===== src/rtl/alu_arbiter.sv =====
// Two-requester front end for one shared external R-type ALU: grant, execute, respond.
// Define ALU_ARB_FIXED_PRIO_EN to make req0 win every tie instead of round-robin.
module alu_arbiter #(
  parameter int TAG_W = 4
) (
  input  logic             clk,
  input  logic             rst,
  input  logic             req0_valid,
  output logic             req0_ready,
  input  logic [31:0]      req0_instr,
  input  logic [31:0]      req0_a,
  input  logic [31:0]      req0_b,
  input  logic [TAG_W-1:0] req0_tag,
  input  logic             req1_valid,
  output logic             req1_ready,
  input  logic [31:0]      req1_instr,
  input  logic [31:0]      req1_a,
  input  logic [31:0]      req1_b,
  input  logic [TAG_W-1:0] req1_tag,
  output logic [31:0]      alu_instr,
  output logic [31:0]      alu_in1,
  output logic [31:0]      alu_in2,
  input  logic [31:0]      alu_out,
  output logic             rsp_valid,
  input  logic             rsp_ready,
  output logic             rsp_id,
  output logic [TAG_W-1:0] rsp_tag,
  output logic [31:0]      rsp_data,
  output logic             rsp_err,
  output logic [1:0]       fsm_state
);

  localparam logic [1:0] IDLE = 2'd0;
  localparam logic [1:0] EXEC = 2'd1;
  localparam logic [1:0] RESP = 2'd2;

  logic [1:0] state;
  logic       rr_ptr;
  logic       gnt;
  logic       gnt_id;
  logic       op_ok;

  assign fsm_state = state;

  // Handshakes: a request transfers in the cycle reqN_valid && reqN_ready (ready is
  // combinational, IDLE only); a response transfers in the cycle rsp_valid && rsp_ready.
  always_comb begin
    gnt = !rst && (state == IDLE) && (req0_valid || req1_valid);
`ifdef ALU_ARB_FIXED_PRIO_EN
    // rr_ptr is pinned at 0 here, so a tie always resolves to req0.
    gnt_id = req0_valid ? rr_ptr : 1'b1;
`else
    gnt_id = (req0_valid && req1_valid) ? rr_ptr : req1_valid;
`endif
  end

  assign req0_ready = gnt && !gnt_id;
  assign req1_ready = gnt && gnt_id;

  always_comb begin
    op_ok = 1'b0;
    case ({alu_instr[30], alu_instr[14:12]})
      4'b0000, 4'b1000, 4'b0001, 4'b0010, 4'b0011,
      4'b0100, 4'b0101, 4'b1101, 4'b0110, 4'b0111: op_ok = 1'b1;
      default:                                     op_ok = 1'b0;
    endcase
  end

  always_ff @(posedge clk) begin
    if (rst) begin
      state     <= IDLE;
      rr_ptr    <= 1'b0;
      rsp_valid <= 1'b0;
      rsp_id    <= 1'b0;
      rsp_tag   <= '0;
      rsp_data  <= '0;
      rsp_err   <= 1'b0;
      alu_instr <= '0;
      alu_in1   <= '0;
      alu_in2   <= '0;
    end else begin
      case (state)
        IDLE: begin
          if (gnt) begin
            alu_instr <= gnt_id ? req1_instr : req0_instr;
            alu_in1   <= gnt_id ? req1_a     : req0_a;
            alu_in2   <= gnt_id ? req1_b     : req0_b;
            rsp_tag   <= gnt_id ? req1_tag   : req0_tag;
            rsp_id    <= gnt_id;
`ifdef ALU_ARB_FIXED_PRIO_EN
            rr_ptr    <= 1'b0;
`else
            rr_ptr    <= !gnt_id;
`endif
            state     <= EXEC;
          end
        end
        EXEC: begin
          // Unsupported codes never leak whatever the shared ALU produced.
          rsp_data  <= op_ok ? alu_out : 32'd0;
          rsp_err   <= !op_ok;
          rsp_valid <= 1'b1;
          state     <= RESP;
        end
        RESP: begin
          if (rsp_ready) begin
            rsp_valid <= 1'b0;
            state     <= IDLE;
          end
        end
        default: state <= IDLE;
      endcase
    end
  end

endmodule


===== config.mk =====
export PLATFORM = sky130hd
export DESIGN_NAME = alu_arbiter
export DESIGN_NICKNAME = d
export VERILOG_FILES = /design/src/rtl/alu_arbiter.sv
export SDC_FILE = /design/constraint.sdc
export NUM_CORES = 1
export LEC_CHECK = 0
export ABC_CLOCK_PERIOD_IN_PS = 3700
export CORE_AREA = 2 2 145 147
export DETAILED_ROUTE_END_ITERATION = 8
export DIE_AREA = 0 0 147 149
export PLACE_DENSITY = 0.71
export SETUP_SLACK_MARGIN = 0.2
export SYNTH_ARGS = -nofsm -noshare
export SYNTH_HDL_FRONTEND = slang
export SYNTH_SLANG_ARGS = --single-unit

===== constraint.sdc =====
create_clock -name clk -period 3.7 [get_ports clk]
set_clock_uncertainty 0.1 [all_clocks]
set_input_delay 0.74 -clock clk [delete_from_list [all_inputs] [get_ports clk]]
set_output_delay 0.74 -clock clk [all_outputs]
set_load 0.01 [all_outputs]

After elaboration in Yosys (flattened, before gate mapping)
Memory sizes are Yosys's and may differ from the RTL's. A register that Yosys moved wholly into a read port is not among the register bits.
Cells that the tools add are included.
{ "word_totals": {"reg_bits": 138, "rom_bits": 16, "inputBits": 237, "out_inout_bits": 139, "word_cells": 42, "memories": 1} }
{ "classes": {"eq_ne": 4, "muxes": 13, "n_reduce_logical": 14} }
{ "memory_table": {"columns": ["memory", "depth", "word_bits", "rd", "rd_ports_with_merged_regs", "write_ports", "line_no", "rtl"], "rows": [
  ["(no name shown)", 16, 1, 1, 1, 0, "62", "case ({alu_instr[30], alu_instr[14:12]})"]
]} }
{ "ops": {"columns": ["op", "n"], "rows": [
  ["32-bit 2-to-1 mux", 4],
  ["4-bit 2-to-1 mux", 3],
  ["2-bit case mux with 3 select lines", 1],
  ["2-bit AND reduction", 3],
  ["1-bit logical AND", 5],
  ["2-bit 2-to-1 mux", 2],
  ["2-bit != test (second input constant)", 2],
  ["1-bit zero test", 3],
  ["2-bit by 1-bit equality test with 1-bit output (second input constant)", 1],
  ["2-bit equality test (second input constant)", 1],
  ["2-bit zero test", 1],
  ["1-bit 2-to-1 mux", 2],
  ["1-bit case mux with 2 select lines", 1],
  ["2-bit nonzero test", 1],
  ["1-bit logical OR", 1]
]} }

Depth between registers and ports, before layout
{ "logic_depth": {"word_depth": 6, "depth_mapped": 7, "ltp_nobuf": 6} }

Least setup slack after synthesis
OpenSTA, ideal clock, no wires.
{ "synth_path": {"path_type": "input to output", "from": "in req0_valid", "to": "out req0_ready", "arrival_time_ps": 1523, "t_required_ps": 2860, "path_slack_ps": 1337, "stages": 5, "path_buffers": 3, "path_cell_list": "nand2b_1 -> buf_2 -> buf_4 -> buf_2 -> a21oi_1"} }
{ "synth_between": {"elab_chain_cells": 4, "elab_cells_between_ends": 6, "classes_between": "1 x mux; 5 x reduce/logical"} }
{ "synth_rtl": {"columns": ["item", "line_no", "rtl"], "rows": [
  ["from (decl)", "8", "input logic req0_valid,"],
  ["1-bit logical AND", "53", "gnt_id = (req0_valid && req1_valid) ? rr_ptr : req1_valid;"],
  ["1-bit 2-to-1 mux", "53", null],
  ["1-bit zero test", "57", "assign req0_ready = gnt && !gnt_id;"],
  ["1-bit logical AND (*)", "57", null],
  ["to (decl)", "9", "output logic req0_ready,"]
]} }
Every way passes the cells marked *; elsewhere a longest branch is shown, timed or not.

Worst setup path after layout
{ "layout_path": {"from": "in req0_valid", "to": "out req1_ready"} }
{ "layout_between": {"elab_chain_cells": 3, "elab_cells_between_ends": 5, "classes_between": "1 x mux; 4 x reduce/logical"} }
{ "layout_rtl": {"columns": ["item", "line_no", "rtl"], "rows": [
  ["1-bit logical AND or 1-bit logical OR (tied branches)", "53, 48", null],
  ["1-bit 2-to-1 mux or 1-bit logical AND (tied branches)", "53, 48", null],
  ["1-bit logical AND (*)", "58", "assign req1_ready = gnt && gnt_id;"],
  ["to (decl)", "15", "output logic req1_ready,"]
]} }
Marks and branches as above.

==> results.txt <==
Data arrives at the worst endpoint at 2.46 ns. Total power for the finished layout comes to 4428 µW. In this run the worst path has a maximum fanout of 17. The max-slew violation count was 0. The number of cells traversed by the worst register-to-register path is 6. The final global-route overflow total is 0. The mapped netlist covers 5928 µm². Of the cells placed in the final design, the portion with a size suffix greater than 1 is 4.950%. The sort of element at the start of the critical path is a primary input. The endpoint identified for the worst register-to-register timing path is alu_instr[15]. The time the final worst path needs with I/O delays and setup is 3.300 ns. The path class of the tightest hold or removal check is register to register.

Summed over all nets, the half-perimeter wirelength after detailed placement is 15670 µm. The remaining routing DRC violations is 0. The worst setup path category is primary input to primary output.

The number of hold buffers added after CTS is 0. The insertion delay of the later-clocked pin in the worst-skew pair came out at 0.41 ns. The setup slack of the critical path after layout came out at 0.3995 ns.

Synthesis produced a netlist with a net count of 988. The critical path data required time came out at 2.86 ns. The floorplan step defined a core boundary enclosing 20560 µm². The number of standard cells after synthesis is 751. The count of final hold-check violations is 0. Headroom to the max-slew limit came out at 23.58%. TritonCTS built the clock tree.

The initial core utilization is 28.84%. Clock tree synthesis selected as its root buffer the cell sky130_fd_sc_hd__clkbuf_16. The placed standard-cell area came out at 9801 µm². The highest cell delay on the worst timing path is 0.60 ns. The area of the die is 21900 µm². The I/O pin count is 376. The routed via count came out at 6708. The maximum vdd ir drop came out at 0.0002763 V. The via count of the first global-routing pass came out at 6194. The distinct cell type count after synthesis is 29. The library cell used most frequently in the layout, excluding fill and tap cells, is sky130_fd_sc_hd__clkdlybuf4s50_1. After detailed routing, the total wire length is 22540 µm.

Summed over all cells, the static leakage comes to 0.003742 µW. The mean routed wirelength per cell came out at 16.50 µm. The number of buffers inserted by post-CTS setup repair came out at 0. The final worst-path cycle share came out at 89.20%. Setup repair after global routing left no endpoint under its margin. Counting stages on the worst path, the most repeated cell is sky130_fd_sc_hd__clkdlybuf4s50_1.

The number of warnings reported in the yosys synthesis log came out at 0. The H-tree generated during clock tree synthesis spans 4 levels. The final number of setup-violating endpoints came out at 0. The peak clock frequency supported by timing came out at 303.0 MHz. The number of buffers inserted by port buffering came out at 375. The vertical die dimension is 149 µm.

The congestion estimate from routability-driven global placement came to 0.8471. For the pin with the worst max-slew slack, the measured transition is 1.145 ns. The total non-filler cell area in the finished layout came out at 10350 µm². The clock-pin slew reported for the worst setup and hold paths after clock tree synthesis came out at 0.07 ns.

After the last flow step, the layout net total stands at 1315. In the routed layout, each cell is associated on average with a via count of 4.911. In the layout the commonest cells are 373 x sky130_fd_sc_hd__clkdlybuf4s50_1, 139 x sky130_fd_sc_hd__dfxtp_1, 133 x sky130_fd_sc_hd__nand2_1. The number of antenna violations at the first check in global routing is 0. The first global-routing pass estimated 34390 µm of wire. The maximum clock path buffer count came out at 2.

The master of the slowest instance on the critical path is sky130_fd_sc_hd__clkdlybuf4s50_1. Power spread over the standard cell area amounts to 427.7 nW/µm². The number of clock buffers inserted by TritonCTS is 17. The number of maximum-capacitance constraint violations is 0. The worst hold path passes through 2 cells. Traced cell by cell, the critical path runs through clkdlybuf4s50_1, nand2b_4, nand2_4, nor2_1, clkdlybuf4s50_1. Post-CTS repair changed the size of 0 cells. The post-synthesis sequential area ratio is 46.94%. Each instance of the synthesized netlist takes up on average 7.894 µm². The run finished with clean final reports. The largest net degree at the start of global routing is 72. The worst register-to-register path begins at rr_ptr. The summed negative setup slack over all endpoints is 0 ns. The number of standard-cell rows in the floorplan is 53.

The TritonCTS sink count is 139. The number of antenna diodes in the final layout is 0. The combined global-route utilization of all metal layers came out at 19.84%. The total of flip-flops plus latches after synthesis is 139. The setup slack of the most critical reg-to-reg path came out at 1.32 ns. The count of nets left with antenna violations once routing finished came out at 0. The worst slack on hold paths came out at 0.3488 ns. The worst setup path is captured at a primary output. The die width came out at 147 µm.

The area growth from synthesis to layout is 74.65%. The violation count after the first detailed-route iteration is 386. The worst slack at placement came out at 0.3237 ns. The number of detailed-routing iterations run before antenna repair came out at 4. The hold path startpoint is rsp_data[19]. The worst hold path terminates at rsp_data[19].
-- per-stage QoR --
| stage | utilization [%] | instances |
|---|---|---|
| after floorplan | - | 751 |
| after global placement | 47.68 | 1334 |
| after detailed placement | 47.68 | 1334 |
| after CTS | 50.37 | 1366 |
| after global routing | 50.37 | 1366 |
| final | 50.37 | 1366 |
-- logic make-up after synthesis --
| family | after synthesis | share of synthesized area [%] |
|---|---|---|
| mux | 1 | 0.1689 |
| simple gates | 383 | 27.63 |
| flops | 139 | 46.94 |
| compound gates | 144 | 18.89 |
| buf+inv | 84 | 6.374 |
-- worst max path at each step --
stage | start | end | slack [ns] | depth (start not counted)
2_1_floorplan | req0_valid | req0_ready | 1.34 | 5
3_3_place_gp | req0_valid | alu_in1[0] | 0.38 | 7
3_5_place_dp | req0_valid | alu_instr[16] | 0.32 | 7
4_1_cts | req0_valid | req1_ready | 0.42 | 5
5_1_grt | req0_valid | req1_ready | 0.34 | 5
6_report | req0_valid | req1_ready | 0.40 | 5
-- cells in the mapped netlist, drive strengths merged --
| cell type | instances | area, µm² |
|---|---|---|
| o221ai | 1 | 8.760 |
| a211oi | 3 | 22.52 |
| a221oi | 1 | 8.760 |
| buf | 45 | 230.2 |
| nand2 | 134 | 505.5 |
| nand3 | 129 | 645.6 |
| clkbuf | 35 | 132.6 |
| nand2b | 3 | 18.77 |
| nor3 | 4 | 31.28 |
| o21ai | 5 | 28.77 |
| inv | 4 | 15.01 |
| a32o | 2 | 20.02 |
| nor2b | 4 | 25.02 |
| a21oi | 35 | 175.2 |
| mux2i | 1 | 10.01 |
| dfxtp | 139 | 2783 |
| a311oi | 97 | 855.8 |
| and2 | 1 | 6.260 |
| nor2 | 108 | 405.4 |
-- layout make-up --
| cell class | count | area [µm²] |
|---|---|---|
| fill | 1940 | 10200 |
| multi-input combinational | 528 | 2783 |
| inverter | 4 | 20.02 |
| clock inverter | 15 | 127.6 |
| sequential | 139 | 2783 |
| tap | 275 | 344.1 |
| clock buffer | 17 | 425.4 |
| timing repair buffer | 388 | 3871 |
-- routing by layer --
metal  part of all wire, %  track usage, %  vias to the layer above
met5                     0               0                        -
met1                    42           24.67                     3084
met3                   7.3           4.709                       28
li1                      -               -                     3336
met2                    49           33.47                      260
met4                   2.3           7.644                        0
-- critical path, delay by kind of cell --
kind / cells / cell delay (ns)
buf+inv: 2 / 1.13
simple gates: 3 / 0.59
-- state kept, by name, indices dropped and copies added (netlist names), 2 cells and up --
| name | count |
|---|---|
| alu_instr | 32 |
| rsp_data | 32 |
| alu_in2 | 32 |
| alu_in1 | 32 |
| fsm_state | 2 |
| rsp_tag | 4 |
-- report_power, final --
group          leakage (µW)  internal (µW)  switching [µW]
Combinational       0.00233            599             484
Sequential          0.00114           1630            85.5
Clock              0.000267            882             742
Total               0.00374           3120            1310
(Power assumes the default switching activity.)
